==> src/rtl/sp_tc_tile_scheduler_if.sv <==
// Handshake bundle between the tile scheduler and its job front end,
// tensor core, operand buffer and result consumer.
interface sp_tc_tile_scheduler_if #(
  parameter int TILE_W = 8,
  parameter int ADDR_W = 16
);
  logic              job_valid;
  logic              job_ready;
  logic [TILE_W-1:0] job_num_tiles;
  logic [ADDR_W-1:0] job_base_addr;
  logic              core_start;
  logic              core_fetch_done;
  logic              core_write_back;
  logic              rd_req;
  logic [ADDR_W-1:0] rd_addr;
  logic              rd_ack;
  logic              res_valid;
  logic              res_ready;
  logic [TILE_W-1:0] res_tile_idx;
  logic              job_done;
  logic              err_timeout;

  modport master (
    input  job_valid, job_num_tiles, job_base_addr, core_write_back, rd_ack, res_ready,
    output job_ready, core_start, core_fetch_done, rd_req, rd_addr, res_valid,
           res_tile_idx, job_done, err_timeout
  );

  modport slave (
    output job_valid, job_num_tiles, job_base_addr, core_write_back, rd_ack, res_ready,
    input  job_ready, core_start, core_fetch_done, rd_req, rd_addr, res_valid,
           res_tile_idx, job_done, err_timeout
  );
endinterface

==> src/rtl/sp_tc_tile_scheduler.sv <==
// Walks the sparse tensor core through a job of N tiles: start, operand fetch,
// write-back wait (with watchdog) and result hand-off per tile.
module sp_tc_tile_scheduler #(
  parameter int TILE_W      = 8,
  parameter int ADDR_W      = 16,
  parameter int FETCH_BEATS = 2,
  parameter int BEAT_W      = 1,
  parameter int TIMEOUT     = 1024,
  parameter int TO_W        = 11
) (
  input  logic                    clk,
  input  logic                    rst,
  sp_tc_tile_scheduler_if.master  bus
);

  localparam logic [2:0] S_IDLE    = 3'd0;
  localparam logic [2:0] S_START   = 3'd1;
  localparam logic [2:0] S_FETCH   = 3'd2;
  localparam logic [2:0] S_FDONE   = 3'd3;
  localparam logic [2:0] S_WAIT_WB = 3'd4;
  localparam logic [2:0] S_DRAIN   = 3'd5;
  localparam logic [2:0] S_FINISH  = 3'd6;

  localparam logic [BEAT_W-1:0] LAST_BEAT = BEAT_W'(FETCH_BEATS - 1);
  localparam logic [TO_W-1:0]   WD_LAST   = TO_W'(TIMEOUT - 1);

  logic [2:0]        state;
  logic [TILE_W-1:0] num_tiles;
  logic [TILE_W-1:0] tile_idx;
  logic [ADDR_W-1:0] addr;
  logic [BEAT_W-1:0] beat;
  logic [TO_W-1:0]   wd;
  logic              err;

  // Tiles occupy consecutive FETCH_BEATS-sized blocks, so the read address
  // simply advances by one per accepted beat and wraps naturally.
  always_ff @(posedge clk) begin
    if (rst) begin
      state     <= S_IDLE;
      num_tiles <= '0;
      tile_idx  <= '0;
      addr      <= '0;
      beat      <= '0;
      wd        <= '0;
      err       <= 1'b0;
    end else begin
      case (state)
        S_IDLE: begin
          if (bus.job_valid) begin
            num_tiles <= bus.job_num_tiles;
            addr      <= bus.job_base_addr;
            tile_idx  <= '0;
            err       <= 1'b0;
            state     <= (bus.job_num_tiles == '0) ? S_FINISH : S_START;
          end
        end
        S_START: begin
          beat  <= '0;
          state <= S_FETCH;
        end
        S_FETCH: begin
          if (bus.rd_ack) begin
            addr <= addr + ADDR_W'(1);
            if (beat == LAST_BEAT) begin
              state <= S_FDONE;
            end else begin
              beat <= beat + BEAT_W'(1);
            end
          end
        end
        S_FDONE: begin
          wd    <= '0;
          state <= S_WAIT_WB;
        end
        S_WAIT_WB: begin
          if (bus.core_write_back) begin
            state <= S_DRAIN;
          end else if (wd == WD_LAST) begin
            err   <= 1'b1;
            state <= S_FINISH;
          end else begin
            wd <= wd + TO_W'(1);
          end
        end
        S_DRAIN: begin
          if (bus.res_ready) begin
            if (tile_idx == num_tiles - TILE_W'(1)) begin
              state <= S_FINISH;
            end else begin
              tile_idx <= tile_idx + TILE_W'(1);
              state    <= S_START;
            end
          end
        end
        S_FINISH: state <= S_IDLE;
        default:  state <= S_IDLE;
      endcase
    end
  end

  assign bus.job_ready       = (state == S_IDLE);
  assign bus.core_start      = (state == S_START);
  assign bus.core_fetch_done = (state == S_FDONE);
  assign bus.rd_req          = (state == S_FETCH);
  assign bus.rd_addr         = addr;
  assign bus.res_valid       = (state == S_DRAIN);
  assign bus.res_tile_idx    = tile_idx;
  assign bus.job_done        = (state == S_FINISH);
  assign bus.err_timeout     = err;

endmodule
==> src/flat_wrapper.sv <==
// flat-port wrapper written by rule: the top's interface ports become plain ports
module sp_tc_tile_scheduler_flat 
#(
  parameter int TILE_W      = 8,
  parameter int ADDR_W      = 16,
  parameter int FETCH_BEATS = 2,
  parameter int BEAT_W      = 1,
  parameter int TIMEOUT     = 1024,
  parameter int TO_W        = 11
)
  (clk, rst, bus_job_valid, bus_job_num_tiles, bus_job_base_addr, bus_core_write_back, bus_rd_ack, bus_res_ready, bus_job_ready, bus_core_start, bus_core_fetch_done, bus_rd_req, bus_rd_addr, bus_res_valid, bus_res_tile_idx, bus_job_done, bus_err_timeout);
  sp_tc_tile_scheduler_if #(.TILE_W(TILE_W), .ADDR_W(ADDR_W)) bus_i ();
  input  logic clk;
  input  logic rst;
  input wire logic [$bits(bus_i.job_valid)-1:0] bus_job_valid;
  input wire logic [$bits(bus_i.job_num_tiles)-1:0] bus_job_num_tiles;
  input wire logic [$bits(bus_i.job_base_addr)-1:0] bus_job_base_addr;
  input wire logic [$bits(bus_i.core_write_back)-1:0] bus_core_write_back;
  input wire logic [$bits(bus_i.rd_ack)-1:0] bus_rd_ack;
  input wire logic [$bits(bus_i.res_ready)-1:0] bus_res_ready;
  output wire logic [$bits(bus_i.job_ready)-1:0] bus_job_ready;
  output wire logic [$bits(bus_i.core_start)-1:0] bus_core_start;
  output wire logic [$bits(bus_i.core_fetch_done)-1:0] bus_core_fetch_done;
  output wire logic [$bits(bus_i.rd_req)-1:0] bus_rd_req;
  output wire logic [$bits(bus_i.rd_addr)-1:0] bus_rd_addr;
  output wire logic [$bits(bus_i.res_valid)-1:0] bus_res_valid;
  output wire logic [$bits(bus_i.res_tile_idx)-1:0] bus_res_tile_idx;
  output wire logic [$bits(bus_i.job_done)-1:0] bus_job_done;
  output wire logic [$bits(bus_i.err_timeout)-1:0] bus_err_timeout;
  assign bus_i.job_valid = bus_job_valid;
  assign bus_i.job_num_tiles = bus_job_num_tiles;
  assign bus_i.job_base_addr = bus_job_base_addr;
  assign bus_i.core_write_back = bus_core_write_back;
  assign bus_i.rd_ack = bus_rd_ack;
  assign bus_i.res_ready = bus_res_ready;
  assign bus_job_ready = bus_i.job_ready;
  assign bus_core_start = bus_i.core_start;
  assign bus_core_fetch_done = bus_i.core_fetch_done;
  assign bus_rd_req = bus_i.rd_req;
  assign bus_rd_addr = bus_i.rd_addr;
  assign bus_res_valid = bus_i.res_valid;
  assign bus_res_tile_idx = bus_i.res_tile_idx;
  assign bus_job_done = bus_i.job_done;
  assign bus_err_timeout = bus_i.err_timeout;
  sp_tc_tile_scheduler #(.TILE_W(TILE_W), .ADDR_W(ADDR_W), .FETCH_BEATS(FETCH_BEATS), .BEAT_W(BEAT_W), .TIMEOUT(TIMEOUT), .TO_W(TO_W)) u_core (.clk(clk), .rst(rst), .bus(bus_i));
endmodule
==> config.mk <==
export PLATFORM = sky130hd
export DESIGN_NAME = sp_tc_tile_scheduler_flat
export DESIGN_NICKNAME = d
export VERILOG_FILES = /design/src/rtl/sp_tc_tile_scheduler_if.sv /design/src/rtl/sp_tc_tile_scheduler.sv /design/src/flat_wrapper.sv
export SDC_FILE = /design/constraint.sdc
export NUM_CORES = 1
export LEC_CHECK = 0
export CAP_MARGIN = 25
export CORE_AREA = 5 5 104 106
export CTS_BUF_LIST = sky130_fd_sc_hd__clkbuf_8 sky130_fd_sc_hd__clkbuf_16
export DETAILED_ROUTE_END_ITERATION = 10
export DIE_AREA = 0 0 109 111
export HOLD_SLACK_MARGIN = 0.1
export PLACE_DENSITY_LB_ADDON = 0.3
export SETUP_SLACK_MARGIN = 0.05
export SYNTH_ARGS = -nofsm -noshare
export SYNTH_HDL_FRONTEND = slang
export SYNTH_SLANG_ARGS = --single-unit
==> constraint.sdc <==
create_clock -name clk -period 2.5 [get_ports clk]
set_input_delay 0.25 -clock clk [delete_from_list [all_inputs] [get_ports clk]]
set_output_delay 0.25 -clock clk [all_outputs]
set_load 0.02 [all_outputs]
==> parameters.txt, run 1 <==
Parameter                              Value

Outcome
  Result of the run    finished clean

Pwr
  Switching power total    1.221 mW
  P_int    1.782 mW
  Net switching fraction of the power    40.65%
  Worst voltage drop across the vdd grid    0.3213 mV
  Portion of total power attributed to sequential cells    35.4%
  Leakage dissipation    1.377 nW
  Relative contribution of the clock network to total power    18.8%
  Part of the total power dissipated in combinational logic    45.8%
  Cell Pwr Density    803.8 nW/um^2
  Final Total Pwr    3.003 mW

Yosys
  Yosys synthesis warning count    0
  Net Count, Synth    414
  Proportion of netlist area held by the largest area contributor    33.52%
  Share of synthesized flip-flops with an asynchronous set or reset    0%
  Yosys top cell by area    dfxtp_1
  Main synth FF type    dfxtp_1
  Number of library cell types mapped by synthesis    61
  Part of the Yosys area used for sequential elements    33.52%
  EDFF count, synth    0
  Seq cells post-synth    48
  Biggest area contributors in the synthesized netlist    dfxtp_1, nand2_1, a21oi_1
  Per-instance average area after synthesis    7.543 um^2
  Cell area after synthesis    2866 um^2
  Instance count of the mapped netlist    380

Clocking
  Number of buffers created by CTS    5
  TritonCTS clock tree    built
  Clock transition at the register clock pins on the worst setup and hold paths after CTS    0.09 ns
  CTS root buffer    clkbuf_8
  Num Clock Sinks    48
  Clk Latency, worst-skew pair    0.31 ns
  Number of levels the H-tree was split into    2
  Cts-stage hold buffer count    0
  Number of buffers between clock root and the deepest sink    2

STA
  Period utilization    90.22%
  Largest clock skew in the final design    0.02006 ns
  Achievable clock frequency    0.4434 GHz
  Worst hold slack    0.4359 ns
  Clock period minus worst slack    2.255 ns
  Worst max-slew margin expressed relative to the limit    65.45%
  Count of pins over their slew limit    0
  Total Neg Setup Slack    0 ns
  Setup repair after global routing missed its margin    false
  Number of failing hold endpoints at the final stage    0
  Transition at the pin with the smallest max-transition slack    0.5166 ns
  Final setup fails    0

Global routing
  Via count of the first global-routing pass    2810
  GRT overflow    0
  Pin count of the biggest net entering global routing    32
  Antenna violations before repair    0
  Aggregate global-route resource usage    13.45%
  Global-route wire length before repair    13440 um

Route
  Number of nets with antenna violations after detailed routing    0
  DRC viols    0
  Number of DRC markers in iteration 0    123
  Via-per-instance ratio    5.054
  First-pass iteration count of the detailed router    4
  Number of vias after detailed routing    2891
  Wirelength per Cell    14.13 um
  Final routed wirelength across all metal layers    8084 um

Worst hold path
  Min-delay worst type    reg -> reg

Final layout
  Most common cell after layout, fill and taps aside    nand2_1
  Core utilization of the finished layout    38.58%
  Number of filler cells placed in the layout    1012
  Fin nets    472
  Post-route non-filler standard cell count    572
  Top library cells by usage in the layout, fill and taps aside    nand2_1, clkdlybuf4s50_1, dfxtp_1, nor2_1, a21oi_1
  Fraction of layout cells with a size suffix above 1    8.200%
  Area Growth Syn to Fin    30.34%
  Area of the multi-input gates    1779 um^2
  Seq. cell area    962.2 um^2
  Ant diodes    0

Setup path
  Required time worst endpoint    2.25 ns
  Sort of element at the end of the critical path    output port
  Category of the most critical setup path    reg -> out
  Critical Path Source Type    flop
  Worst Path Max Fanout    16
  Crit path arrival time    2.01 ns

Run
  Max-cap violation count    0

Placed design
  IO buf count    60
  Dpl hpwl    5942 um
  Cell count after placement    564
  Weighted congestion reported at the end of routability-driven placement    0.8458

Floorplan
  Number of top-level pins    61
  Height of the chip    111 um
  Core footprint    9684 um^2
  Floorplan die area    12100 um^2
  FP Rows    36
  Starting density of the core    29.60%
  Width of the die    109 um
## cell usage after synthesis (2+ instances only)
cell,number
nor2_1,42
dfxtp_1,48
a22oi_1,4
a2bb2oi_1,2
o211ai_1,3
inv_1,9
nand3b_1,2
or3b_1,2
a31oi_1,3
nor3_1,9
o22ai_1,2
a311oi_1,2
mux2i_1,2
nand3_1,15
or3_1,4
and4_1,2
xnor2_1,6
nand2b_1,2
a211oi_1,5
clkbuf_1,11
nand4_1,8
a21o_1,3
nor2b_1,4
buf_2,6
a21oi_1,35
a41o_1,2
and2_1,2
nand2_1,64
nor3b_1,3
o21ai_0,13
o31ai_1,6
nor2_2,2
or2_2,2
or4_1,4
nor3_2,2
a31o_1,2
xor2_1,12
nor4b_2,2
ha_1,4
and3_1,8
## worst paths after layout
path                         startpoint                      to  slack, ns  cells past startpoint
hold / removal            u_core.wd[10]           u_core.wd[10]       0.44                      2
hold reg to reg           u_core.wd[10]           u_core.wd[10]       0.44                      2
setup reg to reg  u_core.bus.rd_addr[0]  u_core.bus.rd_addr[10]       0.38                      7
setup / recovery        u_core.state[2]              bus_rd_req       0.24                      3
## sequential cells by signal (all words and copies together) (netlist names)
name and flops:
u_core.bus.res_tile_idx 8, u_core.wd 11, u_core.num_tiles 8, u_core.state 3
u_core.beat 1, u_core.bus.err_timeout 1, u_core.bus.rd_addr 16
## cell type report
class                           instances  share of cell area [%]
Multi-Input combinational cell        302                   47.62
Sequential cell                        48                   25.75
Timing Repair Buffer                   71                   18.29
Tap cell                              133                   4.454
Clock buffer                            5                   1.842
Clock inverter                          3                   1.038
Inverter                               10                   1.005
## power groups by stage
stage / Sequential (mW) / Clock (mW) / Combinational (mW)
6_report: 1.06 / 0.565 / 1.37
5_1_grt: 1.09 / 0.612 / 1.53
4_1_cts: 1.06 / 0.585 / 1.38
3_5_place_dp: 1.08 / 0 / 1.37
3_3_place_gp: 1.08 / 0 / 1.35
2_1_floorplan: 1.09 / 0 / 0.861
## worst max-delay path, stage by stage, from the launching register on
cell and delay (ns):
dfxtp_1 0.46, or3b_1 0.46, inv_2 0.13, clkdlybuf4s50_1 0.65
## what timing repair did
action                     in CTS  in global routing
resized for setup               0                  2
setup endpoints to repair       0                  2
setup buffers                   0                  0
## per-stage QoR
| step | instance area [um^2] | setup WS (ns) |
|---|---|---|
| after floorplan | 2867 | 0.4726 |
| after global placement | 3622 | 0.3802 |
| after detailed placement | 3622 | 0.3115 |
| after CTS | 3730 | 0.1053 |
| after global routing | 3736 | 0.1305 |
| final | 3736 | 0.2446 |
## per-layer routing
| metal | part of all wire (%) | global-route usage (%) |
|---|---|---|
| met1 | 46 | 18.20 |
| met5 | 0 | 0 |
| met2 | 46 | 20.68 |
| met4 | 1.8 | 4.209 |
| met3 | 6.4 | 3.553 |
## logic make-up after synthesis
logic type	Yosys count	share of synthesized area, %
xor+xnor	18	5.500
mux	2	0.6984
fa+ha+maj	4	1.746
compound gates	94	21.69
buf+inv	30	4.583
flops	48	33.52
simple gates	184	32.26
Note: power is estimated with default switching activity, not from simulation.
==> inputs of run 2 (changes only) <==
--- a/config.mk
+++ b/config.mk
@@ -5,11 +5,12 @@
 export SDC_FILE = /design/constraint.sdc
 export NUM_CORES = 1
 export LEC_CHECK = 0
-export CAP_MARGIN = 25
-export CORE_AREA = 5 5 104 106
+export ABC_CLOCK_PERIOD_IN_PS = 2500
+export CAP_MARGIN = 10
+export CORE_AREA = 5 5 81 83
 export CTS_BUF_LIST = sky130_fd_sc_hd__clkbuf_8 sky130_fd_sc_hd__clkbuf_16
 export DETAILED_ROUTE_END_ITERATION = 10
-export DIE_AREA = 0 0 109 111
+export DIE_AREA = 0 0 86 88
 export HOLD_SLACK_MARGIN = 0.1
 export PLACE_DENSITY_LB_ADDON = 0.3
 export SETUP_SLACK_MARGIN = 0.05
==> parameters.txt, run 2 (synthesis results as in run 1) <==
Parameter                              Value

Setup path
  Cell breakdown of the critical path    inv_1 > nor3_1 > clkdlybuf4s50_1
  Required time worst endpoint    2.25 ns
  Sort of element at the end of the critical path    output port
  Critical Path Source Type    flop
  Category of the most critical setup path    reg -> out
  Crit path arrival time    2.07 ns
  Worst Path Max Fanout    12
  Longest individual stage delay on the worst path    0.67 ns
  Cell with the largest stage delay on the worst path    clkdlybuf4s50_1
  Flop-to-flop setup slack    0.39 ns

Route
  Number of nets with antenna violations after detailed routing    0
  Number of DRC markers in iteration 0    171
  First-pass iteration count of the detailed router    4
  Via-per-instance ratio    5.667
  Wirelength per Cell    14.52 um
  Final routed wirelength across all metal layers    7448 um
  DRC viols    0
  Number of vias after detailed routing    2907

Clocking
  Setup bufs post-CTS    0
  Clock transition at the register clock pins on the worst setup and hold paths after CTS    0.09 ns
  Num Clock Sinks    48
  CTS root buffer    clkbuf_8
  Number of levels the H-tree was split into    2
  Clk Latency, worst-skew pair    0.31 ns
  TritonCTS clock tree    built
  Number of buffers created by CTS    5
  Cts-stage hold buffer count    0
  Number of buffers between clock root and the deepest sink    2

Floorplan
  Core footprint    5781 um^2
  Number of top-level pins    61
  Starting density of the core    49.59%
  FP Rows    28
  Width of the die    86 um
  Height of the chip    88 um
  Floorplan die area    7568 um^2

Placed design
  Dpl hpwl    5510 um
  Weighted congestion reported at the end of routability-driven placement    0.8481
  IO buf count    60

STA
  Number of failing hold endpoints at the final stage    0
  Setup repair after global routing missed its margin    false
  Clock period minus worst slack    2.321 ns
  Achievable clock frequency    0.4308 GHz
  Final setup fails    0
  Period utilization    92.85%
  Transition at the pin with the smallest max-transition slack    0.6072 ns
  Total Neg Setup Slack    0 ns
  Worst max-slew margin expressed relative to the limit    59.52%
  Count of pins over their slew limit    0
  Largest clock skew in the final design    0.009674 ns

Global routing
  Aggregate global-route resource usage    20.71%
  Global-route wire length before repair    12830 um
  Antenna violations before repair    0
  Pin count of the biggest net entering global routing    32
  GRT overflow    0
  Via count of the first global-routing pass    2782

Final layout
  Flip-flop count of the largest register, all copies and words added    16
  Most common cell after layout, fill and taps aside    nand2_1
  Top library cells by usage in the layout, fill and taps aside    nand2_1, clkdlybuf4s50_1, dfxtp_1, nor2_1, a21oi_1
  Area Growth Syn to Fin    27.28%
  Fin nets    471
  Fraction of layout cells with a size suffix above 1    7.991%
  Ant diodes    0

Pwr
  Cell Pwr Density    800.8 nW/um^2
  Leakage dissipation    1.367 nW
  Final Total Pwr    2.922 mW
  Worst voltage drop across the vdd grid    0.4601 mV

Run
  Max-cap violation count    0

Worst hold path
  Min-delay worst type    reg -> reg

Outcome
  Result of the run    finished clean
run 2: cell count changes in the layout (fill, tap and decap cells not counted):
cell	change
buf_4	-2
clkbuf_8	+1
clkinv_2	+1
buf_12	+1
nor3_1	+1
nor3_2	-1
bufinv_16	-1
inv_1	-1
run 2: layout make-up:
| class | instances | area [um^2] |
|---|---|---|
| Inverter | 10 | 37.54 |
| Tap cell | 75 | 93.84 |
| Fill cell | 523 | 2132 |
| Clock buffer | 6 | 82.58 |
| Timing Repair Buffer | 70 | 688.2 |
| Sequential cell | 48 | 962.2 |
| Multi-Input combinational cell | 302 | 1774 |
| Clock inverter | 2 | 10.01 |
run 2: power by group:
group          internal (mW)  switching (mW)
combinational          0.614           0.760
clock                  0.221           0.271
sequential             0.882           0.174
run 2: worst paths after layout:
| kind | start | end | cells past startpoint |
|---|---|---|---|
| max | u_core.state[0] | bus_core_start | 3 |
| max reg2reg | u_core.bus.rd_addr[0] | u_core.bus.rd_addr[10] | 7 |
| min reg2reg | u_core.wd[10] | u_core.wd[10] | 2 |
| min | u_core.wd[10] | u_core.wd[10] | 2 |
run 2: repair_timing:
item	in CTS	in global routing
endpoints found under the hold margin	0	0
resized for setup	0	1
endpoints found under the setup margin	0	1
run 2: critical path: cells and delay by family, from the launching register on:
family | cells | cell delay [ns]
simple gates | 1 | 0.32
flops | 1 | 0.58
buf+inv | 2 | 0.86
run 2: per-layer routing:
layer	up-vias	GRT usage [%]	part of all wire (%)
met2	73	33.64	46
met5	-	0	0
li1	1459	-	-
met3	13	4.139	5.3
met1	1362	27.56	47
met4	0	6.906	1.5
run 2: metrics by stage:
step	instance area [um^2]	setup WS [ns]	hold slack [ns]	util [%]	cells
floorplan	2867	0.4726	0.3860	-	380
finish	3649	0.1788	0.4378	63.12	513
global placement	3555	0.3674	0.4187	61.49	505
CTS	3647	0.1303	0.4358	63.10	513
global route	3649	0.07137	0.4523	63.12	513
detailed placement	3555	0.3323	0.4212	61.49	505
==> inputs of run 3 (changes only) <==
--- a/config.mk
+++ b/config.mk
@@ -5,12 +5,13 @@
 export SDC_FILE = /design/constraint.sdc
 export NUM_CORES = 1
 export LEC_CHECK = 0
+export ABC_AREA = 1
 export ABC_CLOCK_PERIOD_IN_PS = 2500
 export CAP_MARGIN = 10
-export CORE_AREA = 5 5 81 83
+export CORE_AREA = 5 5 84 86
 export CTS_BUF_LIST = sky130_fd_sc_hd__clkbuf_8 sky130_fd_sc_hd__clkbuf_16
 export DETAILED_ROUTE_END_ITERATION = 10
-export DIE_AREA = 0 0 86 88
+export DIE_AREA = 0 0 89 91
 export HOLD_SLACK_MARGIN = 0.1
 export PLACE_DENSITY_LB_ADDON = 0.3
 export SETUP_SLACK_MARGIN = 0.05
==> parameters.txt, run 3 <==
Parameter                              Value

Worst hold path
  Min-delay worst type    reg -> reg

STA
  Period utilization    88.65%
  Worst max-slew margin expressed relative to the limit    60.41%
  Count of pins over their slew limit    0
  Largest clock skew in the final design    0.01329 ns
  Total Neg Setup Slack    0 ns
  Clock period minus worst slack    2.216 ns
  Setup repair after global routing missed its margin    false
  Final setup fails    0
  Number of failing hold endpoints at the final stage    0
  Achievable clock frequency    0.4512 GHz
  Transition at the pin with the smallest max-transition slack    0.5894 ns

Final layout
  Ant diodes    0
  Area Growth Syn to Fin    23.88%
  Flip-flop count of the largest register, all copies and words added    16
  Post-route non-filler standard cell count    582
  Fraction of layout cells with a size suffix above 1    12.48%
  Number of filler cells placed in the layout    581
  Most common cell after layout, fill and taps aside    nand2_1
  Top library cells by usage in the layout, fill and taps aside    nand2_1, clkdlybuf4s50_1, dfxtp_1, inv_1, nor2_1
  Fin nets    539

Yosys
  Part of the Yosys area used for sequential elements    30.88%
  Net Count, Synth    480
  Yosys top cell by area    dfxtp_1
  Library cell with the highest instance count after synthesis    nand2_1
  Proportion of netlist area held by the largest area contributor    30.88%
  Share of synthesized flip-flops with an asynchronous set or reset    0%
  Instance count of the mapped netlist    446
  Main synth FF type    dfxtp_1
  Number of library cell types mapped by synthesis    46
  EDFF count, synth    0
  Seq cells post-synth    48
  Biggest area contributors in the synthesized netlist    dfxtp_1, nand2_1, a21oi_1
  Yosys synthesis warning count    0
  Commonest cells in the synthesized netlist    nand2_1, dfxtp_1, inv_1
  Cell area after synthesis    3112 um^2
  Per-instance average area after synthesis    6.977 um^2

Setup path
  Category of the most critical setup path    reg -> out
  Sort of element at the end of the critical path    output port
  Cell with the largest stage delay on the worst path    clkdlybuf4s50_1
  Worst Path Max Fanout    5
  Cell breakdown of the critical path    inv_1 > nor3_2 > clkdlybuf4s50_1
  Longest individual stage delay on the worst path    0.71 ns
  Critical Path Source Type    flop
  Crit path arrival time    1.97 ns
  Required time worst endpoint    2.25 ns

Pwr
  Part of the total power dissipated in combinational logic    54.9%
  Net switching fraction of the power    47.34%
  Leakage dissipation    1.436 nW
  Worst voltage drop across the vdd grid    0.5309 mV
  Cell Pwr Density    943.1 nW/um^2
  Switching power total    1.721 mW
  Relative contribution of the clock network to total power    12.3%
  Portion of total power attributed to sequential cells    32.7%
  P_int    1.915 mW
  Final Total Pwr    3.635 mW

Run
  Max-cap violation count    0

Clocking
  Post-CTS resize count    0
  Cts-stage hold buffer count    0
  Clock transition at the register clock pins on the worst setup and hold paths after CTS    0.09 ns
  Number of buffers between clock root and the deepest sink    2
  CTS root buffer    clkbuf_8
  Number of levels the H-tree was split into    2
  Clk Latency, worst-skew pair    0.30 ns
  TritonCTS clock tree    built
  Setup bufs post-CTS    0
  Num Clock Sinks    48
  Number of buffers created by CTS    5

Route
  First-pass iteration count of the detailed router    4
  Number of nets with antenna violations after detailed routing    0
  Wirelength per Cell    13.76 um
  Final routed wirelength across all metal layers    8007 um
  Number of vias after detailed routing    3183
  Via-per-instance ratio    5.469
  Number of DRC markers in iteration 0    154
  DRC viols    0

Global routing
  Via count of the first global-routing pass    3017
  Antenna violations before repair    0
  Pin count of the biggest net entering global routing    29
  Aggregate global-route resource usage    20.33%
  GRT overflow    0
  Global-route wire length before repair    13450 um

Floorplan
  Floorplan die area    8099 um^2
  Height of the chip    91 um
  Width of the die    89 um
  Core footprint    6205 um^2
  Starting density of the core    50.15%
  Number of top-level pins    61
  FP Rows    29

Placed design
  Dpl hpwl    6126 um
  IO buf count    60
  Weighted congestion reported at the end of routability-driven placement    0.9038
  Cell count after placement    575

Outcome
  Result of the run    finished clean
[run 3: cell types whose count changed in the layout (fill, tap and decap cells not counted), moves of 5 or more]
cell | before | now
nand2_4 | 0 | 6
and3_1 | 8 | 0
nand2_1 | 64 | 101
inv_1 | 9 | 41
nand3_1 | 15 | 28
a21oi_2 | 0 | 8
nand4_1 | 8 | 3
buf_4 | 9 | 3
o21ai_0 | 13 | 25
nand2_2 | 0 | 10
[run 3: per-stage QoR]
stage | setup WS (ns) | utilization [%] | instance area [um^2] | hold slack (ns)
floorplan | 0.7498 | - | 3112 | 0.3927
global placement | 0.5564 | 60.88 | 3777 | 0.4417
detailed placement | 0.5177 | 60.88 | 3777 | 0.4469
CTS | 0.3194 | 62.13 | 3855 | 0.4633
global route | 0.2332 | 62.13 | 3855 | 0.5074
finish | 0.2839 | 62.13 | 3855 | 0.4632
[run 3: layout make-up]
class	count	area (um^2)	share of cell area (%)
sequential	48	960.9	24.93
clock inverter	2	8.758	0.2272
inverter	49	198.9	5.161
timing repair buffer	63	623.1	16.16
tap	77	96.34	2.499
multi-input combinational	338	1898	49.24
clock buffer	5	68.82	1.785
[run 3: cell families after synthesis]
logic type	synth area share [%]
AO/OA/AOI/OAI	19.42
XOR/XNOR	4.503
adder cells (fa/ha/maj)	1.608
buffers and inverters	8.283
flip-flops	30.88
AND/OR/NAND/NOR	35.30
[run 3: worst max-delay path: cells and delay by family (launching register included)]
family / cells / cell delay [ns]
simple gates: 1 / 0.41
flops: 1 / 0.39
buf+inv: 2 / 0.86
[run 3: final timing paths]
path	startpoint	cells after the start	slack, ns	to
worst min register to register	u_core.bus.err_timeout	2	0.46	u_core.bus.err_timeout
worst min-delay path	u_core.bus.err_timeout	2	0.46	u_core.bus.err_timeout
worst max-delay path	u_core.state[1]	3	0.28	bus_rd_req
worst max register to register	u_core.num_tiles[0]	15	0.53	u_core.bus.res_tile_idx[1]
[run 3: power groups by stage]
stage	Clock (mW)	Combinational (mW)	Sequential (mW)
3_5_place_dp	0	1.99	1.20
4_1_cts	0.458	2.00	1.18
6_report	0.449	2.00	1.19
3_3_place_gp	0	1.95	1.20
5_1_grt	0.492	2.21	1.22
2_1_floorplan	0	1.27	1.30
[run 3: routing by layer]
metal  wire length [um]  GRT usage, %  share of wire [%]
met5                  0             0                  0
met4                189         8.189                2.4
met3                405         3.620                5.1
met2               3971         34.59                 50
met1               3441         24.99                 43
